$ cat src/rtl/adma_descriptor_engine.sv
// adma_descriptor_engine
//   Walks an ADMA2 descriptor table in system RAM. Each 96-bit descriptor is
//   fetched as three 32-bit words, decoded, and either handed to the transfer
//   stage as one data segment (start/direction/address_init/length) or
//   consumed in place (nop, reserved, zero-length tran, link).
// Ports:
//   CLK, RESET            clock (posedge) and asynchronous active-high reset
//   adma_start/adma_stop  walk start pulse / abort request
//   descriptor_base       byte address of the first descriptor
//   dir_mode              transfer direction copied to `direction`
//   ram_read/ram_address  descriptor word read port (data one cycle later)
//   data_from_ram         descriptor word read data
//   start/direction/address_init/length  segment handed to the transfer stage
//   TFC                   transfer complete from the transfer stage
//   adma_busy/adma_int/adma_done/adma_error  status
//   desc_pointer          address of the current descriptor
`timescale 1ns/1ps
module adma_descriptor_engine #(
  parameter int unsigned DESC_BYTES = 12
) (
  input  logic        CLK,
  input  logic        RESET,
  input  logic        adma_start,
  input  logic        adma_stop,
  input  logic [63:0] descriptor_base,
  input  logic        dir_mode,
  output logic        ram_read,
  output logic [63:0] ram_address,
  input  logic [31:0] data_from_ram,
  output logic        start,
  output logic        direction,
  output logic [63:0] address_init,
  output logic [15:0] length,
  input  logic        TFC,
  output logic        adma_busy,
  output logic        adma_int,
  output logic        adma_done,
  output logic        adma_error,
  output logic [63:0] desc_pointer
);

  typedef enum logic [1:0] {
    ST_STOP = 2'd0,
    ST_FDS  = 2'd1,
    ST_CADR = 2'd2,
    ST_TFR  = 2'd3
  } state_t;

  state_t      state_r, state_nxt_s;
  logic [1:0]  word_cnt_r, word_cnt_nxt_s;
  logic [31:0] w0_r, w1_r, w2_r;
  logic        tfr_armed_r, tfr_armed_nxt_s;

  logic        ram_read_nxt_s;
  logic [63:0] ram_address_nxt_s;
  logic        start_nxt_s;
  logic        direction_nxt_s;
  logic [63:0] address_init_nxt_s;
  logic [15:0] length_nxt_s;
  logic        busy_nxt_s;
  logic        int_nxt_s;
  logic        done_nxt_s;
  logic        error_nxt_s;
  logic [63:0] ptr_nxt_s;

  // Descriptor fields decoded from the captured words
  logic        attr_valid_s, attr_end_s, attr_int_s;
  logic [1:0]  attr_act_s;
  logic [15:0] desc_len_s;
  logic [63:0] desc_addr_s;
  logic        is_link_s, is_xfer_s, tfc_done_s, complete_s;
  logic        unused_attr_s;

  assign attr_valid_s  = w0_r[0];
  assign attr_end_s    = w0_r[1];
  assign attr_int_s    = w0_r[2];
  assign attr_act_s    = w0_r[5:4];
  assign desc_len_s    = w0_r[31:16];
  assign desc_addr_s   = {w2_r, w1_r};
  assign unused_attr_s = ^{w0_r[15:6], w0_r[3]};

  assign is_link_s  = (attr_act_s == 2'b11);
  assign is_xfer_s  = (attr_act_s == 2'b10) && (desc_len_s != 16'd0);
  // The first TFR edge still sees the transfer stage's idle TFC, so it is masked.
  assign tfc_done_s = tfr_armed_r && TFC;
  // A descriptor finishes either directly in decode or when its segment ends.
  assign complete_s = !adma_stop &&
                      (((state_r == ST_CADR) && attr_valid_s && !is_xfer_s) ||
                       ((state_r == ST_TFR) && tfc_done_s));

  // State register
  always_ff @(posedge CLK or posedge RESET) begin
    if (RESET) begin
      state_r <= ST_STOP;
    end else begin
      state_r <= state_nxt_s;
    end
  end

  // Next-state logic; abort overrides everything, including a start in ST_STOP
  always_comb begin
    state_nxt_s = state_r;
    if (adma_stop) begin
      state_nxt_s = ST_STOP;
    end else begin
      case (state_r)
        ST_STOP: if (adma_start) state_nxt_s = ST_FDS; else state_nxt_s = ST_STOP;
        ST_FDS:  if (word_cnt_r == 2'd3) state_nxt_s = ST_CADR; else state_nxt_s = ST_FDS;
        ST_CADR: begin
          if (!attr_valid_s)   state_nxt_s = ST_STOP;
          else if (is_xfer_s)  state_nxt_s = ST_TFR;
          else if (attr_end_s) state_nxt_s = ST_STOP;
          else                 state_nxt_s = ST_FDS;
        end
        ST_TFR: begin
          if (!tfc_done_s)     state_nxt_s = ST_TFR;
          else if (attr_end_s) state_nxt_s = ST_STOP;
          else                 state_nxt_s = ST_FDS;
        end
        default: state_nxt_s = ST_STOP;
      endcase
    end
  end

  // Output logic: next values for every registered output
  always_comb begin
    busy_nxt_s      = (state_nxt_s != ST_STOP);
    start_nxt_s     = (state_nxt_s == ST_TFR);
    tfr_armed_nxt_s = (state_r == ST_TFR) && (state_nxt_s == ST_TFR);
    int_nxt_s       = complete_s && attr_int_s;
    done_nxt_s      = complete_s && attr_end_s;

    if ((state_r == ST_FDS) && (state_nxt_s == ST_FDS)) begin
      word_cnt_nxt_s = word_cnt_r + 2'd1;
    end else begin
      word_cnt_nxt_s = 2'd0;
    end

    if ((state_r == ST_STOP) && adma_start && !adma_stop) begin
      ptr_nxt_s = descriptor_base;
    end else if (complete_s && is_link_s) begin
      ptr_nxt_s = desc_addr_s;
    end else if (complete_s && !attr_end_s) begin
      ptr_nxt_s = desc_pointer + 64'(DESC_BYTES);
    end else begin
      ptr_nxt_s = desc_pointer;
    end

    if ((state_r == ST_STOP) && adma_start && !adma_stop) begin
      error_nxt_s = 1'b0;
    end else if ((state_r == ST_CADR) && !attr_valid_s && !adma_stop) begin
      error_nxt_s = 1'b1;
    end else begin
      error_nxt_s = adma_error;
    end

    if ((state_r == ST_CADR) && (state_nxt_s == ST_TFR)) begin
      address_init_nxt_s = desc_addr_s;
      length_nxt_s       = desc_len_s;
      direction_nxt_s    = dir_mode;
    end else begin
      address_init_nxt_s = address_init;
      length_nxt_s       = length;
      direction_nxt_s    = direction;
    end

    // Reads go out on the first three fetch cycles: word 0 on entry, then +4, +8.
    if ((state_nxt_s == ST_FDS) && (state_r != ST_FDS)) begin
      ram_read_nxt_s    = 1'b1;
      ram_address_nxt_s = ptr_nxt_s;
    end else if ((state_nxt_s == ST_FDS) && (word_cnt_r == 2'd0)) begin
      ram_read_nxt_s    = 1'b1;
      ram_address_nxt_s = desc_pointer + 64'd4;
    end else if ((state_nxt_s == ST_FDS) && (word_cnt_r == 2'd1)) begin
      ram_read_nxt_s    = 1'b1;
      ram_address_nxt_s = desc_pointer + 64'd8;
    end else begin
      ram_read_nxt_s    = 1'b0;
      ram_address_nxt_s = ram_address;
    end
  end

  // Registered outputs, fetch counter and captured descriptor words
  always_ff @(posedge CLK or posedge RESET) begin
    if (RESET) begin
      word_cnt_r   <= 2'd0;
      tfr_armed_r  <= 1'b0;
      w0_r         <= 32'd0;
      w1_r         <= 32'd0;
      w2_r         <= 32'd0;
      ram_read     <= 1'b0;
      ram_address  <= 64'd0;
      start        <= 1'b0;
      direction    <= 1'b0;
      address_init <= 64'd0;
      length       <= 16'd0;
      adma_busy    <= 1'b0;
      adma_int     <= 1'b0;
      adma_done    <= 1'b0;
      adma_error   <= 1'b0;
      desc_pointer <= 64'd0;
    end else begin
      word_cnt_r   <= word_cnt_nxt_s;
      tfr_armed_r  <= tfr_armed_nxt_s;
      ram_read     <= ram_read_nxt_s;
      ram_address  <= ram_address_nxt_s;
      start        <= start_nxt_s;
      direction    <= direction_nxt_s;
      address_init <= address_init_nxt_s;
      length       <= length_nxt_s;
      adma_busy    <= busy_nxt_s;
      adma_int     <= int_nxt_s;
      adma_done    <= done_nxt_s;
      adma_error   <= error_nxt_s;
      desc_pointer <= ptr_nxt_s;
      // Word k arrives during fetch cycle k+1 (one cycle after its read)
      if (state_r == ST_FDS) begin
        case (word_cnt_r)
          2'd1:    w0_r <= data_from_ram;
          2'd2:    w1_r <= data_from_ram;
          2'd3:    w2_r <= data_from_ram;
          default: w0_r <= w0_r;
        endcase
      end else begin
        w0_r <= w0_r;
      end
    end
  end

endmodule

$ cat config.mk
export PLATFORM = sky130hd
export DESIGN_NAME = adma_descriptor_engine
export DESIGN_NICKNAME = d
export VERILOG_FILES = /design/src/rtl/adma_descriptor_engine.sv
export SDC_FILE = /design/constraint.sdc
export NUM_CORES = 1
export LEC_CHECK = 0
export ABC_AREA = 0
export CELL_PAD_IN_SITES_DETAIL_PLACEMENT = 1
export CELL_PAD_IN_SITES_GLOBAL_PLACEMENT = 2
export CORE_UTILIZATION = 30
export DETAILED_ROUTE_END_ITERATION = 8
export GPL_ROUTABILITY_DRIVEN = 0
export PLACE_DENSITY_LB_ADDON = 0.1
export SLEW_MARGIN = 10
export SYNTH_ARGS = -nofsm -noshare
export SYNTH_HDL_FRONTEND = slang
export SYNTH_SLANG_ARGS = --single-unit
$ cat constraint.sdc
create_clock -name CLK -period 13.6 [get_ports CLK]
set_clock_uncertainty 0.15 [all_clocks]
set_input_delay 2.04 -clock CLK [delete_from_list [all_inputs] [get_ports CLK]]
set_output_delay 2.04 -clock CLK [all_outputs]
set_load 0.03 [all_outputs]
==> flow_summary.yaml, run 1 <==
critical_path:
  worst-path-buf-inv: 2
  count_of_cell_instances_traversed_by_the_critical_path: 10
  r2r_setup_slack_ns: 9.50
  worstReg2RegStart: "w0_r[20]"
  crit_path_end_kind: "register"
  timing_worst_setup_path_type: "input port to register"
  worst-r2r-cell-count: 9
  timing.critical_path.cells: "clkdlybuf4s50_1, nor2b_1, nand3_1, o21a_1, o311ai_4, buf_4, nor2_2, o211ai_1, nand2_1, a221o_1"
  arrival_ns: 5.35
  worst_path_largest_cell_delay_ns: 0.70
  cp-startpoint: "adma_stop"
  crit_family: "buffers and inverters"
  regToRegEndpoint: "ram_address[61]"
  cp.required_ns: 13.89
  worstPathMaxFanout: 63
  worstSetupStartpointType: "input port"
  worst_setup_path_endpoint: "ram_address[61]"
  crit_slowest_cell: "sky130_fd_sc_hd__buf_4"
min_path:
  worst_hold_path_type: "register to register"
final_layout:
  final_common_cell: "sky130_fd_sc_hd__clkdlybuf4s50_1"
  area_delta_synth_final_pct: 33.07
  final_cell_mix: "sky130_fd_sc_hd__clkdlybuf4s50_1 (316), sky130_fd_sc_hd__dfrtp_1 (305), sky130_fd_sc_hd__mux2_2 (166), sky130_fd_sc_hd__nand2_1 (134), sky130_fd_sc_hd__o21ai_0 (92)"
  layout.filler_cells: 5362
  final_cell_area_mm2: 0.01998
  layout.nets: 1797
  fraction_of_layout_cells_with_a_size_suffix_above_1_pct: 15.52
routing:
  drtPass1Iterations: 5
  dr.first_iter.drc_count: 812
  detail-route-antenna-nets: 0
  vias: 12555
  avgViaCountPerCell: 5.293
  wirelength_mm: 64.84
  route.detailed.drc: 0
  wl_per_cell_um: 27.34
placement:
  detailed_place_hpwl_mm: 47.54
  buffer_ports.inserted: 316
  pre_cts_ws_ns: 7.961
  postPlaceCellArea_mm2: 0.01884
clock_network:
  cts.root.buffer_cell: "sky130_fd_sc_hd__clkbuf_16"
  ctsResizeCount: 0
  clk_path_buf_depth: 3
  cts.clk_slew.worst_paths_ns: 0.06
  cts_tree: "done"
  hold_buffers: 0
  cts_sinks: 305
  clock_latency_ns: 0.56
  postCtsSetupRepairBufs: 0
  clock_tree.htree_level_count: 2
  cts_made_buffers: 38
synthesis:
  synth_sequential_area_ratio_pct: 50.84
  yosys.area_share.adder_pct: 0.6668
  synth_cells: 1408
  netlist_area_mm2: 0.01501
  compound_gate_portion_of_the_synthesized_area_pct: 12.85
  synth_largest_area_cell: "sky130_fd_sc_hd__dfrtp_1"
  synth_xor_area_share_pct: 6.534
  postSynthNetCount: 1518
  yosys_warnings: 0
  synth_area_leaders: "sky130_fd_sc_hd__dfrtp_1 (51%), sky130_fd_sc_hd__mux2_2 (12%), sky130_fd_sc_hd__xor2_1 (3.9%), sky130_fd_sc_hd__nand2_1 (3.4%), sky130_fd_sc_hd__o21ai_0 (3.1%)"
  count_of_unique_library_cells_instantiated_by_yosys: 64
  asyncSetResetFlopFracSynth_pct: 100.0
  synth_simple_gate_area_share_pct: 13.34
  flop_and_latch_count_out_of_synthesis: 305
  post_synth.cell_area_avg_um2: 10.66
  largest_family_of_logic_cells_by_synthesized_area: "simple AND/OR/NAND/NOR gates"
  muxShareOfSynthArea_pct: 12.72
  synth_flop_cell: "sky130_fd_sc_hd__dfrtp_1"
  synthDominantCellAreaShare_pct: 50.84
  synth_edf_count: 0
sta:
  setup_viols_final: 0
  drv_slew: 0
  finalCriticalPeriod_ns: 5.062
  final.hold.worst_slack_ns: 0.3281
  max_clock_freq_mhz: 197.6
  setup_slack_ns: 8.538
  grt_setup_unrepaired: "false"
  final.setup.tns_ns: 0
  finalHoldViolations: 0
  maxSlewHeadroom_pct: 24.98
  final_min_period_over_clock_period_pct: 37.22
  timing_worst_slew_pin_value_ns: 1.125
floorplan:
  ios: 317
  start_util_pct: 30.54
  fp.dieArea_mm2: 0.05094
  die-width_um: 225.7
  placementRows: 81
  core_mm2: 0.04915
  die_h_um: 225.7
grt:
  first_global_vias: 12907
  grt_start_max_net_pins: 178
  grt_antenna_before_repair: 6
  track_usage_pct: 25.58
  grt_overflow: 0
  grt_pass1_wl_mm: 93.59
job:
  drv_cap: 0
power:
  leakagePower_nw: 8.222
  p_per_area_mw_per_mm2: 146.8
  report.power.total_mw: 2.932
  ir_drop_mv: 0.07191
run_status:
  outcome: "finished clean"
sequential cells by signal (all words and copies together), names as in the netlist:
| name | cells |
|---|---|
| address_init | 64 |
| desc_pointer | 64 |
| ram_address | 64 |
| w1_r | 32 |
| w2_r | 32 |
| w0_r | 21 |
| length | 16 |
| state_r | 2 |
| word_cnt_r | 2 |
| adma_busy | 1 |
| adma_done | 1 |
| adma_error | 1 |
| adma_int | 1 |
| direction | 1 |
| ram_read | 1 |
| start | 1 |
| tfr_armed_r | 1 |
cell families (layout without fill, tap and decap cells):
kind of cell    count (synthesis)  after routing
mux                           170            170
fa+ha+maj                       8              8
other cells                     0              1
compound gates                296            296
simple gates                  402            402
xor+xnor                      112            112
buf+inv                       115            414
flops                         305            305
final cells by class:
class | instances | area [µm²] | area share, %
Sequential cell | 305 | 7632 | 38.21
Multi-Input combinational cell | 988 | 6979 | 34.94
Timing Repair Buffer | 336 | 3326 | 16.65
Clock buffer | 54 | 1071 | 5.361
Tap cell | 664 | 830.8 | 4.159
Inverter | 18 | 75.07 | 0.3758
Clock inverter | 6 | 60.06 | 0.3006
Antenna cell | 1 | 2.502 | 0.01253
per-stage QoR:
stage,utilization [%],instances
final,40.64,2372
after detailed placement,38.34,2311
after floorplan,-,1408
after global placement,38.34,2311
after global routing,40.64,2371
after CTS,40.64,2371
worst register-to-register path, stage by stage, from the launching register on:
cell	delay, ns
sky130_fd_sc_hd__dfrtp_1	0.41
sky130_fd_sc_hd__nor4_1	0.89
sky130_fd_sc_hd__a41o_1	0.38
sky130_fd_sc_hd__o21a_1	0.37
sky130_fd_sc_hd__o311ai_4	0.16
sky130_fd_sc_hd__buf_4	0.40
sky130_fd_sc_hd__nor2_2	0.87
sky130_fd_sc_hd__o211ai_1	0.20
sky130_fd_sc_hd__nand2_1	0.11
sky130_fd_sc_hd__a221o_1	0.10
metal layers:
metal	track usage, %	vias up	wire, µm
met5	0	-	41
met4	7.417	6	1610
met3	6.870	73	4669
met2	37.68	362	28120
met1	36.45	6454	30400
li1	-	5660	-
power breakdown:
group / internal (mW) / switching [mW] / total (mW)
clock: 0.547 / 0.408 / 0.956
sequential: 1.04 / 0.192 / 1.23
combinational: 0.313 / 0.432 / 0.746
total: 1.90 / 1.03 / 2.93
Yosys cell counts, types with 10 or more instances:
cell type / count
sky130_fd_sc_hd__a31oi_1: 12
sky130_fd_sc_hd__o21ai_0: 92
sky130_fd_sc_hd__a21oi_1: 40
sky130_fd_sc_hd__nand2_1: 134
sky130_fd_sc_hd__dfrtp_1: 305
sky130_fd_sc_hd__buf_2: 14
sky130_fd_sc_hd__o22ai_1: 21
sky130_fd_sc_hd__mux2_2: 166
sky130_fd_sc_hd__xor2_1: 67
sky130_fd_sc_hd__nor3_1: 14
sky130_fd_sc_hd__nand4_1: 36
sky130_fd_sc_hd__nor4_1: 17
sky130_fd_sc_hd__a21o_1: 11
sky130_fd_sc_hd__a221o_1: 11
sky130_fd_sc_hd__inv_1: 18
sky130_fd_sc_hd__clkbuf_1: 70
sky130_fd_sc_hd__nand3_1: 43
sky130_fd_sc_hd__buf_1: 12
sky130_fd_sc_hd__nor2_1: 88
sky130_fd_sc_hd__o21ai_1: 10
sky130_fd_sc_hd__and4_1: 10
sky130_fd_sc_hd__xnor2_1: 45
sky130_fd_sc_hd__a22oi_1: 42
worst min path at each step:
stage | start | to | cells after the start
6_report | ram_address[52] | ram_address[52] | 2
5_1_grt | ram_address[6] | ram_address[6] | 2
4_1_cts | ram_address[52] | ram_address[52] | 2
3_5_place_dp | ram_address[52] | ram_address[52] | 2
3_3_place_gp | ram_address[21] | ram_address[21] | 2
2_1_floorplan | word_cnt_r[0] | word_cnt_r[0] | 1
(Power assumes the default switching activity.)
==> inputs of run 2 (changes only) <==
- clock period: 13.6 -> 5.3 ns (I/O delays scaled with it)
==> run 2 against run 1 <==
Final area rose by 1.3%; flip-flop and latch count unchanged; combinational power grew to 2.6 times the previous value; via count rose by 2.1%; worst hold slack gained 0.0073 ns; power rose to 2.6 times the previous value; first-iteration DRC count rose by 2.8%; final cell count up 1.1%; sequential share of layout area is 0.50 points lower.
==> flow_summary.yaml, run 2 (synthesized netlist as in run 1, its figures left out) <==
run_status:
  outcome: "finished clean"
clock_network:
  clock_latency_ns: 0.57
  cts.clk_slew.worst_paths_ns: 0.06
  cts_sinks: 305
  ctsResizeCount: 0
  clock_tree.htree_level_count: 2
  postCtsSetupRepairBufs: 0
  cts_made_buffers: 38
  cts.root.buffer_cell: "sky130_fd_sc_hd__clkbuf_16"
  clk_path_buf_depth: 3
  cts_tree: "done"
  hold_buffers: 0
routing:
  vias: 12816
  route.detailed.drc: 0
  dr.first_iter.drc_count: 835
  wl_per_cell_um: 27.50
  detail-route-antenna-nets: 0
  wirelength_mm: 65.91
  drtPass1Iterations: 5
  avgViaCountPerCell: 5.347
final_layout:
  final_common_cell: "sky130_fd_sc_hd__clkdlybuf4s50_1"
  largest_registers_ranked_by_flip_flop_count: "address_init x64, desc_pointer x64, ram_address x64"
  fraction_of_the_core_area_covered_by_cells_at_the_end_of_the_flow_pct: 41.18
  layout.nets: 1813
  final_cell_mix: "sky130_fd_sc_hd__clkdlybuf4s50_1 (316), sky130_fd_sc_hd__dfrtp_1 (305), sky130_fd_sc_hd__mux2_2 (166), sky130_fd_sc_hd__nand2_1 (134), sky130_fd_sc_hd__o21ai_0 (92)"
  final-instance-count-excl-fill: 2397
  final_cell_area_mm2: 0.02024
  area_delta_synth_final_pct: 34.84
  fraction_of_layout_cells_with_a_size_suffix_above_1_pct: 16.92
grt:
  grt_pass1_wl_mm: 95.66
  grt_antenna_before_repair: 8
  first_global_vias: 13272
  grt_start_max_net_pins: 114
  grt_overflow: 0
  track_usage_pct: 26.12
placement:
  detailed_place_hpwl_mm: 49.64
  pre_cts_ws_ns: 0.8702
  buffer_ports.inserted: 316
  dp.cells: 2327
  postPlaceCellArea_mm2: 0.01898
critical_path:
  worst-path-buf-inv: 1
  worst-r2r-cell-count: 9
  timing_worst_setup_path_type: "register to register"
  cp.required_ns: 5.66
  worst_path_largest_cell_delay_ns: 0.76
  crit_path_end_kind: "register"
  arrival_ns: 4.43
  regToRegEndpoint: "ram_address[61]"
  r2r_setup_slack_ns: 1.24
  crit_family: "simple AND/OR/NAND/NOR gates"
  worstPathMaxFanout: 11
  worstSetupStartpointType: "register"
  worstReg2RegStart: "w0_r[20]"
  timing.critical_path.mode_cell: "sky130_fd_sc_hd__nand2_1"
  timing.critical_path.cells: "nor4_1, a41o_1, o21a_1, o311ai_4, inv_1, nand2_1, or4_1, nand2_1, a221o_1"
  crit_slowest_cell: "sky130_fd_sc_hd__nor4_1"
min_path:
  hp-start: "ram_address[34]"
  hold_end: "ram_address[34]"
  worst_hold_path_type: "register to register"
  hold-path-cell-count: 2
sta:
  setup_slack_ns: 1.235
  final_min_period_over_clock_period_pct: 76.69
  timing_worst_slew_pin_value_ns: 0.9687
  maxSlewHeadroom_pct: 35.42
  final.setup.tns_ns: 0
  setup_viols_final: 0
  max_clock_freq_mhz: 246.0
  grt_setup_unrepaired: "false"
  finalHoldViolations: 0
  drv_slew: 0
  finalCriticalPeriod_ns: 4.065
  final.hold.worst_slack_ns: 0.3355
floorplan:
  fp.dieArea_mm2: 0.05094
  die_h_um: 225.7
  core_mm2: 0.04915
  die-width_um: 225.7
  start_util_pct: 30.54
  ios: 317
  placementRows: 81
power:
  ir_drop_mv: 0.1914
  p_per_area_mw_per_mm2: 381.8
  report.power.total_mw: 7.729
  leakagePower_nw: 8.371
job:
  drv_cap: 0
[run 2: cell count changes in the layout (fill, tap and decap cells not counted), sizes merged]
cell and delta:
bufinv +1, clkbuf +2, buf +16, clkinv +5
inv -1, clkinvlp +2
[run 2: how the worst max path moves through the flow]
stage / start / end / slack [ns] / cells past startpoint
floorplan: RESET / address_init[0] / 0.30 / 1
CTS: w0_r[23] / ram_address[61] / 1.23 / 9
finish: w0_r[20] / ram_address[61] / 1.24 / 9
global route: w0_r[20] / ram_address[61] / 1.01 / 9
global placement: adma_stop / ram_address[26] / 0.98 / 10
detailed placement: adma_stop / ram_address[26] / 0.87 / 10
[run 2: worst reg2reg max path, cell delays in order (launching register included)]
cell and delay (ns):
sky130_fd_sc_hd__dfrtp_1 0.39, sky130_fd_sc_hd__nor4_1 0.76, sky130_fd_sc_hd__a41o_1 0.40, sky130_fd_sc_hd__o21a_1 0.38, sky130_fd_sc_hd__o311ai_4 0.29, sky130_fd_sc_hd__inv_1 0.37, sky130_fd_sc_hd__nand2_1 0.47, sky130_fd_sc_hd__or4_1 0.64
sky130_fd_sc_hd__nand2_1 0.08, sky130_fd_sc_hd__a221o_1 0.10
[run 2: area by class of cell]
cell class,instances,area (µm²)
Clock inverter,13,118.9
Timing Repair Buffer,352,3471
Clock buffer,56,1139
Tap cell,664,830.8
Multi-Input combinational cell,988,6977
Inverter,18,71.32
Antenna cell,1,2.502
Fill cell,5361,28910
Sequential cell,305,7632
[run 2: where the power goes]
part           internal [mW]  leakage (nW)  switching, mW
Sequential              2.67          3.85          0.483
Combinational          0.811          3.90           1.12
Clock                   1.55         0.624           1.10
Total                   5.02          8.37           2.71
[run 2: routing by layer]
| layer | up-vias | part of all wire, % | global-route usage [%] |
|---|---|---|---|
| met5 | - | 0.11 | 0 |
| met4 | 12 | 1.8 | 5.530 |
| met3 | 79 | 6.4 | 5.972 |
| met2 | 350 | 44 | 39.42 |
| met1 | 6685 | 47 | 37.85 |
| li1 | 5690 | - | - |
==> inputs of run 3 (changes only) <==
- clock period: 5.3 -> 4.2 ns (I/O delays scaled with it)
==> run 3 against run 2 <==
Clock-buffer cell count fell by 5; flip-flop and latch count unchanged; utilization is 0.54 points higher; die area stayed put; worst hold slack got worse by 0.0022 ns; non-clock buffer count rose by 33; final area rose by 1.3%; sequential power up 26%; sequential share of layout area down 0.49 points; via count grew 0.71%; fmax is 11% higher; largest power group unchanged.
==> flow_summary.yaml, run 3 (synthesized netlist as in run 1, its figures left out) <==
run_status:
  outcome: "finished clean"
final_layout:
  fraction_of_layout_cells_with_a_size_suffix_above_1_pct: 18.17
  final_cell_mix: "sky130_fd_sc_hd__clkdlybuf4s50_1 (316), sky130_fd_sc_hd__dfrtp_1 (305), sky130_fd_sc_hd__mux2_2 (166), sky130_fd_sc_hd__nand2_1 (134), sky130_fd_sc_hd__o21ai_0 (92)"
  final-instance-count-excl-fill: 2425
  largest_registers_ranked_by_flip_flop_count: "address_init x64, desc_pointer x64, ram_address x64"
  final_cell_area_mm2: 0.02051
  fraction_of_the_core_area_covered_by_cells_at_the_end_of_the_flow_pct: 41.72
  layout.nets: 1846
  antenna_cells_inserted: 0
  area_delta_synth_final_pct: 36.61
  layout.filler_cells: 5410
  final_common_cell: "sky130_fd_sc_hd__clkdlybuf4s50_1"
sta:
  finalHoldViolations: 0
  finalCriticalPeriod_ns: 3.647
  final_min_period_over_clock_period_pct: 86.85
  maxSlewHeadroom_pct: 36.49
  drv_slew: 0
  grt_setup_unrepaired: "false"
  final.setup.tns_ns: 0
  setup_viols_final: 0
  max_clock_freq_mhz: 274.2
  final.hold.worst_slack_ns: 0.3333
  timing_worst_slew_pin_value_ns: 0.9440
  setup_slack_ns: 0.5525
routing:
  wirelength_mm: 66.26
  wl_per_cell_um: 27.32
  drtPass1Iterations: 5
  avgViaCountPerCell: 5.322
  vias: 12907
  detail-route-antenna-nets: 0
  dr.first_iter.drc_count: 723
  route.detailed.drc: 0
grt:
  grt_pass1_wl_mm: 96.51
  grt_antenna_before_repair: 5
  first_global_vias: 13541
  track_usage_pct: 26.24
  grt_overflow: 0
  grt_start_max_net_pins: 82
placement:
  buffer_ports.inserted: 316
  detailed_place_hpwl_mm: 50.94
  pre_cts_ws_ns: 0.3970
  dp.cells: 2360
  postPlaceCellArea_mm2: 0.01929
clock_network:
  clock_tree.htree_level_count: 2
  ctsResizeCount: 0
  cts.clk_slew.worst_paths_ns: 0.06
  hold_buffers: 0
  cts_made_buffers: 38
  clock_latency_ns: 0.56
  cts_sinks: 305
  clk_path_buf_depth: 3
  cts_tree: "done"
  cts.root.buffer_cell: "sky130_fd_sc_hd__clkbuf_16"
  postCtsSetupRepairBufs: 0
critical_path:
  crit_slowest_cell: "sky130_fd_sc_hd__dfrtp_1"
  timing.critical_path.cells: "nor3b_1, o211ai_1, a31o_2, nor2_1, a211oi_1, o31ai_1, o22ai_1, a31oi_1"
  worst_path_largest_cell_delay_ns: 0.71
  worstSetupStartpointType: "register"
  cp.required_ns: 4.53
  arrival_ns: 3.98
  timing_worst_setup_path_type: "register to register"
  crit_path_end_kind: "register"
  worstPathMaxFanout: 25
floorplan:
  fp.dieArea_mm2: 0.05094
  die_h_um: 225.7
  core_mm2: 0.04915
  start_util_pct: 30.54
  placementRows: 81
  ios: 317
  die-width_um: 225.7
min_path:
  worst_hold_path_type: "register to register"
power:
  report.power.total_mw: 9.729
  p_per_area_mw_per_mm2: 474.4
  ir_drop_mv: 0.2253
  leakagePower_nw: 8.526
job:
  drv_cap: 0
run 3: worst paths after layout:
path	endpoint	slack (ns)	from	depth (start not counted)
worst max-delay path	ram_address[22]	0.55	state_r[1]	8
worst max register to register	ram_address[22]	0.55	state_r[1]	8
worst min-delay path	ram_address[0]	0.33	ram_address[0]	2
max in group asynchronous	ram_address[11]	2.47	RESET	4
min in group asynchronous	address_init[34]	0.41	RESET	2
worst min register to register	ram_address[0]	0.33	ram_address[0]	2
run 3: worst max-delay path, delay by kind of cell, from the launching register on:
family,cells,cell delay [ns]
compound gates,6,1.56
flops,1,0.71
simple gates,2,1.15
run 3: final cells by class:
class | count | area, µm² | area share (%)
clock buffer | 51 | 1061 | 5.174
timing repair buffer | 385 | 3781 | 18.44
multi-input combinational | 988 | 6977 | 34.02
tap | 664 | 830.8 | 4.051
inverter | 18 | 71.32 | 0.3478
sequential | 305 | 7632 | 37.22
clock inverter | 14 | 155.1 | 0.7565
run 3: report_power, final:
group          total (mW)  internal [mW]  switching (mW)
combinational        2.52           1.07            1.45
clock                3.25           1.90            1.35
sequential           3.96           3.36           0.599
run 3: layer usage:
metal  wire length (µm)  GRT usage [%]  up-vias  part of all wire (%)
li1                   -              -     5744                     -
met5                 33              0        -                 0.050
met2              29860          40.33      376                    45
met1              31290          37.86     6725                    47
met3               4095          5.764       56                   6.2
met4                976          4.850        6                   1.5
